## src/rtl/race_snapshot_capture.sv

```systemverilog
// ============================================================================
// Module   : race_snapshot_capture
// Brief    : Synchronises a {w,x,y,z} observation bus, waits for SETTLE equal
//            samples and queues each settled value once in a valid/ready FIFO.
//            Optional per-entry timestamps: define RACE_SNAPSHOT_TS_EN.
// Revision : 1.0 - initial release
// ============================================================================
`default_nettype none

module race_snapshot_capture #(
    parameter int SYNC_STAGES = 2,
    parameter int SETTLE      = 3,
    parameter int DEPTH       = 4,
    parameter int TS_W        = 8
) (
    input  logic                     clk,
    input  logic                     rst_n,
    input  logic                     w,
    input  logic                     x,
    input  logic                     y,
    input  logic                     z,
    input  logic                     arm,
    output logic                     out_valid,
    input  logic                     out_ready,
    output logic [3:0]               out_data,
`ifdef RACE_SNAPSHOT_TS_EN
    output logic [TS_W-1:0]          out_ts,
`endif
    output logic                     settled,
    output logic                     overflow,
    output logic [$clog2(DEPTH):0]   fifo_count
);

    localparam int PTR_W  = $clog2(DEPTH);
    localparam int FCNT_W = PTR_W + 1;
    localparam int CNT_W  = (SETTLE > 1) ? $clog2(SETTLE) : 1;
`ifdef RACE_SNAPSHOT_TS_EN
    localparam int ENTRY_W = 4 + TS_W;
`else
    localparam int ENTRY_W = 4;
`endif
    localparam logic [CNT_W-1:0]  C_CNT_LAST = CNT_W'(SETTLE - 1);
    localparam logic [FCNT_W-1:0] C_FULL     = FCNT_W'(DEPTH);

    if (SYNC_STAGES < 2 || SETTLE < 1 || DEPTH < 2 || (DEPTH & (DEPTH - 1)) != 0 || TS_W < 1)
    begin : g_param_check
        $error("race_snapshot_capture: illegal parameter combination");
    end

    typedef enum logic [1:0] {
        S_IDLE     = 2'd0,
        S_SETTLING = 2'd1,
        S_STABLE   = 2'd2
    } state_t;

    logic [SYNC_STAGES-1:0][3:0] sync_chain_q;
    logic [3:0]                  sync_q;
    logic [3:0]                  prev_q;
    state_t                      state_q, state_d;
    logic [CNT_W-1:0]            cnt_q, cnt_d;
    logic                        push;

    assign sync_q = sync_chain_q[SYNC_STAGES-1];

    always_ff @(posedge clk) begin
        if (!rst_n) begin
            sync_chain_q <= '0;
            prev_q       <= '0;
            state_q      <= S_IDLE;
            cnt_q        <= '0;
        end else begin
            sync_chain_q <= {sync_chain_q[SYNC_STAGES-2:0], {w, x, y, z}};
            prev_q       <= sync_q;
            state_q      <= state_d;
            cnt_q        <= cnt_d;
        end
    end

    // arm has priority over every state transition
    always_comb begin
        state_d = state_q;
        cnt_d   = cnt_q;
        push    = 1'b0;
        if (!arm) begin
            state_d = S_IDLE;
            cnt_d   = '0;
        end else begin
            case (state_q)
                S_IDLE: begin
                    state_d = S_SETTLING;
                    cnt_d   = '0;
                end
                S_SETTLING: begin
                    if (sync_q != prev_q) begin
                        cnt_d = '0;
                    end else if (cnt_q == C_CNT_LAST) begin
                        push    = 1'b1;
                        state_d = S_STABLE;
                        cnt_d   = '0;
                    end else begin
                        cnt_d = cnt_q + 1'b1;
                    end
                end
                S_STABLE: begin
                    if (sync_q != prev_q) begin
                        state_d = S_SETTLING;
                        cnt_d   = '0;
                    end
                end
                default: begin
                    state_d = S_IDLE;
                    cnt_d   = '0;
                end
            endcase
        end
    end

    assign settled = (state_q == S_STABLE);

    logic [ENTRY_W-1:0] mem_q [DEPTH];
    logic [PTR_W-1:0]   wr_ptr_q, rd_ptr_q;
    logic [FCNT_W-1:0]  count_q;
    logic               overflow_q;
    logic               full, pop, push_ok;
    logic [ENTRY_W-1:0] entry_in;
    logic [ENTRY_W-1:0] head;

`ifdef RACE_SNAPSHOT_TS_EN
    logic [TS_W-1:0] ts_q;

    always_ff @(posedge clk) begin
        if (!rst_n) begin
            ts_q <= '0;
        end else begin
            ts_q <= ts_q + 1'b1;
        end
    end

    assign entry_in = {ts_q, sync_q};
    assign out_ts   = head[ENTRY_W-1:4];
`else
    assign entry_in = sync_q;
`endif

    assign full      = (count_q == C_FULL);
    assign out_valid = (count_q != '0);
    assign pop       = out_valid && out_ready;
    // A pop on the same edge frees the slot a full-FIFO push needs
    assign push_ok   = push && (!full || pop);
    assign head      = out_valid ? mem_q[rd_ptr_q] : '0;
    assign out_data  = head[3:0];

    always_ff @(posedge clk) begin
        if (push_ok) begin
            mem_q[wr_ptr_q] <= entry_in;
        end
    end

    always_ff @(posedge clk) begin
        if (!rst_n) begin
            wr_ptr_q   <= '0;
            rd_ptr_q   <= '0;
            count_q    <= '0;
            overflow_q <= 1'b0;
        end else begin
            if (push_ok) begin
                wr_ptr_q <= wr_ptr_q + 1'b1;
            end
            if (pop) begin
                rd_ptr_q <= rd_ptr_q + 1'b1;
            end
            if (push_ok && !pop) begin
                count_q <= count_q + 1'b1;
            end else if (!push_ok && pop) begin
                count_q <= count_q - 1'b1;
            end
            if (push && full && !pop) begin
                overflow_q <= 1'b1;
            end
        end
    end

    assign overflow   = overflow_q;
    assign fifo_count = count_q;

endmodule

`default_nettype wire

```

## config.mk

```make
export PLATFORM = sky130hd
export DESIGN_NAME = race_snapshot_capture
export DESIGN_NICKNAME = d
export VERILOG_FILES = /design/src/rtl/race_snapshot_capture.sv
export SDC_FILE = /design/constraint.sdc
export NUM_CORES = 1
export LEC_CHECK = 0
export ABC_AREA = 0
export CORE_AREA = 3 3 80 82
export DETAILED_ROUTE_END_ITERATION = 7
export DIE_AREA = 0 0 83 85
export HOLD_SLACK_MARGIN = 0.08
export PLACE_DENSITY = 0.53
export SYNTH_ARGS = -nofsm -noshare
export SYNTH_HDL_FRONTEND = slang
export SYNTH_SLANG_ARGS = --single-unit
```

## constraint.sdc

```tcl
create_clock -name clk -period 2.9 [get_ports clk]
set_input_delay 0.435 -clock clk [delete_from_list [all_inputs] [get_ports clk]]
set_output_delay 0.435 -clock clk [all_outputs]
set_load 0.03 [all_outputs]
```

Word-level counts from Yosys, hierarchy flattened
Memory sizes are Yosys's and may differ from the RTL's. A register that Yosys moved wholly into a read port is not among the register bits.
Cells that the tools add are included.
{"block": "totals", "regBits": 24, "ramBits": 16, "inputBits": 8, "elab_cells": 57, "n_memories": 1}
{"block": "op_classes", "n_addsub": 5, "eq_ne": 8, "muxes": 19, "n_reduce_logical": 15}
{"memory": "mem_q", "words": 4, "width": 4, "rd": 1, "rd_ports_with_merged_regs": 1, "wr": 1, "line": "120", "text": "logic [ENTRY_W-1:0] mem_q [DEPTH];"}
{"op": "$mux 2", "n": 8}
{"op": "$add 2x1->2 const B", "n": 3}
{"op": "$logic_and 1x1->1", "n": 6}
{"op": "$mux 1", "n": 6}
{"op": "$mux 3", "n": 2}
{"op": "$pmux 2 s3", "n": 1}
{"op": "$eq 2x2->1 const B", "n": 2}
{"op": "$mux 4", "n": 1}
{"op": "$ne 2x2->1 const B", "n": 2}
{"op": "$ne 4x4->1", "n": 1}
{"op": "$pmux 2 s2", "n": 1}
{"op": "$add 3x1->3 const B", "n": 1}
{"op": "$eq 3x3->1 const B", "n": 1}
{"op": "$logic_not 1->1", "n": 3}
{"op": "$reduce_and 3->1", "n": 1}
{"op": "$reduce_bool 3->1", "n": 1}
{"op": "$sub 3x1->3 const B", "n": 1}
{"op": "$eq 2x1->1 const B", "n": 1}
{"op": "$logic_not 2->1", "n": 1}
{"op": "$ne 2x1->1 const B", "n": 1}
{"op": "$reduce_and 2->1", "n": 1}
{"op": "$reduce_bool 2->1", "n": 1}
{"op": "$logic_or 1x1->1", "n": 1}

Logic depth before layout (Yosys ltp)
{"block": "logic_depth", "word_depth": 10, "depth_mapped": 9, "mapped_depth_nobuf": 9}

Least setup slack after synthesis
Ideal clock, no wire load.
{"block": "synth_timing", "kind": "reg2reg", "start": "register count_q[0] (netlist: fifo_count[0])", "end": "register count_q[2] (netlist: fifo_count[2])", "setup_time_ns": 0.070, "t_arrival_ns": 2.295, "path_slack_ns": 0.535, "stages_incl_launch_ff": 10, "path_buffers": 1, "period_less_slack_ns": 2.365, "cell_sequence": "dfxtp_1 > or3_1 > buf_2 > nand2_2 > ha_1 > inv_1 > fa_1 > xor2_1 > or3_1 > a21oi_1"}
{"block": "synth_between", "elab_chain_len": 7}
{"element": "start, declared", "line": "122", "text": "logic [FCNT_W-1:0] count_q;"}
{"element": "start signal, assigned", "line": "173", "text": "count_q <= count_q + 1'b1;"}
{"element": "start signal, assigned", "line": "175", "text": "count_q <= count_q - 1'b1;"}
{"element": "$reduce_bool 3->1 *", "line": "146", "text": "assign out_valid = (count_q != '0);"}
{"element": "named net out_valid", "line": "23", "text": "output logic out_valid,"}
{"element": "$logic_and 1x1->1 *", "line": "147", "text": "assign pop = out_valid && out_ready;"}
{"element": "$logic_or 1x1->1", "line": "149", "text": "assign push_ok = push && (!full || pop);"}
{"element": "$logic_and 1x1->1", "line": "149"}
{"element": "$logic_not 1->1", "line": "174", "text": "end else if (!push_ok && pop) begin"}
{"element": "$logic_and 1x1->1", "line": "174"}
{"element": "$reduce_bool 2->1 (no line)"}
Mark *: on every way through the listed nets, which the timed path passes. The rest lies on a longest branch. The select of a mux whose other input is x is not followed.
A chain may end at the register's enable or synchronous reset.

==> flow_summary.yaml <==
outcome:
  status: "completed"
global_routing:
  grt_max_degree: 17
  overflow: 0
  grt_pass1_vias: 1002
  grt_pass1_wl_um: 4570
  antenna_found_initial: 0
  grt_usage_pct: 8.37
clock_network:
  clockBufferDepth: 2
  cts_tree: "done"
  insertion_delay_ns: 0.29
  clock-sinks: 42
  cts-htree-levels: 2
  post_cts_resized: 0
  post_cts_buffers: 0
  hold_buffers: 0
  cts_root_buf: "clkbuf_8"
  clk_pin_slew_ns: 0.08
  cts_made_buffers: 5
critical_path:
  cp_data_arrival_time_ns: 2.02
  rrSetupSlack_ns: 0.46
  r2r_start: "entry_in[1]"
  r2r-end: "fifo_count[2]"
  cp-start-kind: "register"
  crit_path_end_kind: "output pin"
  cp.required_ns: 2.47
  critPathMaxFanout: 4
  reg2reg_depth: 9
  path_class: "register to output pin"
floorplanning:
  die_h_um: 85
  start_util_pct: 29.4
  die_area_mm2: 0.00706
  core_area_mm2: 0.00582
  chipWidth_um: 83
  fp-row-count: 28
  ios: 18
synthesis:
  synthArstFlopShare_pct: 0
  synth_nets: 142
  ys_types: 32
  yosys_most_used_dff: "dfxtp_1"
  synth.avg_cell_area_um2: 13.4
  synth-edff-count: 16
  synth_warnings: 0
  ys_ff_latch: 42
  syn-cell-area_mm2: 0.00171
  netlist_top_cells_area: "dfxtp_1 (30%), edfxtp_1 (28%), and2_1 (7.7%), mux4_2 (5.3%), xnor2_2 (3.8%)"
  synthCells: 128
  ys_seq_area_share_pct: 58.5
  synth_area_leader_cell: "dfxtp_1"
  synth.top_cell.area_share_pct: 30.4
power_and_ir_drop:
  power_mw: 1.72
  p_leak_nw: 0.718
  ir_worst_vdd_mv: 0.360
  p_per_area_mw_per_mm2: 828
sta:
  setup_violations: 0
  finalMaxSlewViolations: 0
  rsz0062_at_grt: "false"
  finalCritPeriodShare_pct: 84.7
  fmaxAchievable_mhz: 407
  hold_slack_ns: 0.439
  finClkSkew_ns: 0.00779
  fin_crit_ns: 2.46
  fin_tns_setup_ns: 0
  worst_pin_slew_ns: 0.416
  maxSlewHeadroom_pct: 72.2
  final-hold-violation-count: 0
placed_design:
  globalplace.congestion: 0.666
  portBuffers: 17
  dp.final_hpwl_um: 1970
detailed_routing:
  firstDrtPassIters: 2
  vias: 987
  routedWlPerCell_um: 11.7
  wirelength_um: 2640
  postRouteAntennaNets: 0
  drc: 0
  vias_per_cell: 4.37
  drt_iter0_drc: 65
hold_path:
  worstHoldPathType: "register to register"
  worstHoldStart: "sync_chain_q[1]"
  hold_end: "entry_in[1]"
  hold_depth: 1
job:
  drv_cap: 0
cells_and_area:
  area_delta_synth_final_pct: 21.7
  num-nets-final: 164
  antenna_cells: 0
  layout-drive-gt1-share_pct: 15.2
-- worst max path at each step --
stage	slack, ns	from	to	cells past startpoint
after global routing	0.25	entry_in[0]	fifo_count[2]	9
after CTS	0.41	register	out_data[2]	3
after floorplan	0.53	fifo_count[0]	fifo_count[2]	9
final	0.44	register	out_data[2]	3
after detailed placement	0.11	out_ready	fifo_count[2]	9
after global placement	0.24	out_ready	fifo_count[2]	9
-- cells by family (layout without fill, tap and decap cells) --
family / after synthesis / in the layout / synth area share (%)
fa+ha+maj: 6 / 6 / 4.83
compound gates: 10 / 10 / 3.66
simple gates: 49 / 49 / 19.1
mux: 6 / 6 / 6.44
flops: 42 / 42 / 58.5
xor+xnor: 8 / 8 / 5.85
buf+inv: 7 / 30 / 1.61
-- synthesized netlist by cell type (2+ instances only) --
cell       n
a21oi_1    4
and2_1    21
dfxtp_1   26
edfxtp_1  16
ha_1       5
inv_1      5
mux2i_1    2
mux4_2     4
nand2_2    2
nand3_1    2
nand4_1    2
nor2_1    10
nor3_2     2
o31ai_1    2
or3_1      2
xnor2_2    4
xor2_1     4
-- power breakdown --
| part | internal [mW] | switching, mW |
|---|---|---|
| Combinational | 0.251 | 0.282 |
| Clock | 0.281 | 0.187 |
| Sequential | 0.656 | 0.0667 |
-- metrics by stage --
step | instance area [µm²] | worst slack, ns | util [%] | instances
after CTS | 2080 | 0.408 | 35.8 | 226
after global routing | 2080 | 0.247 | 35.8 | 226
after detailed placement | 1970 | 0.113 | 33.8 | 218
after global placement | 1970 | 0.236 | 33.8 | 218
final | 2080 | 0.442 | 35.8 | 226
after floorplan | 1710 | 0.535 | - | 128
-- final cells by class --
| cell class | instances | area (µm²) |
|---|---|---|
| flip-flops and latches | 42 | 1000 |
| repair buffers | 17 | 170 |
| fillers | 598 | 3730 |
| inverters | 5 | 18.8 |
| clock inverters | 1 | 30.0 |
| clock buffers | 7 | 86.3 |
| multi-input cells | 79 | 682 |
| well taps | 75 | 93.8 |
-- state kept, by name, summed over array words and instances (netlist names), named ones only --
signal / flops
mem_q: 16
rd_ptr_q: 2
prev_q: 4
cnt_q: 2
overflow: 1
fifo_count: 3
state_q: 2
sync_chain_q: 4
entry_in: 4
wr_ptr_q: 2
-- worst max-delay path, cell delays in order (launching register included) --
cell	delay, ns
dfxtp_1	0.46
mux4_2	0.52
and2_1	0.17
clkdlybuf4s50_1	0.58
-- cell usage in the layout, fill, tap and decap left out, drive strengths merged, types with 2 or more instances in the layout --
cell and instances:
a21oi 4, and2 21, clkbuf 7, clkdlybuf4s50 17, dfxtp 26, edfxtp 16
ha 5, inv 5, mux2i 2, mux4 4, nand2 3, nand3 2
nand4 3, nor2 10, nor3 2, o31ai 2, or3 2, xnor2 4
xor2 4
-- per-layer routing --
metal / GRT usage, % / up-vias / part of all wire (%)
li1: - / 496 / -
met2: 13.8 / 17 / 50
met3: 3.30 / 7 / 4.2
met5: 0 / - / 0
met4: 4.90 / 0 / 2.6
met1: 9.12 / 467 / 43
Note: power is estimated with default switching activity, not from simulation.
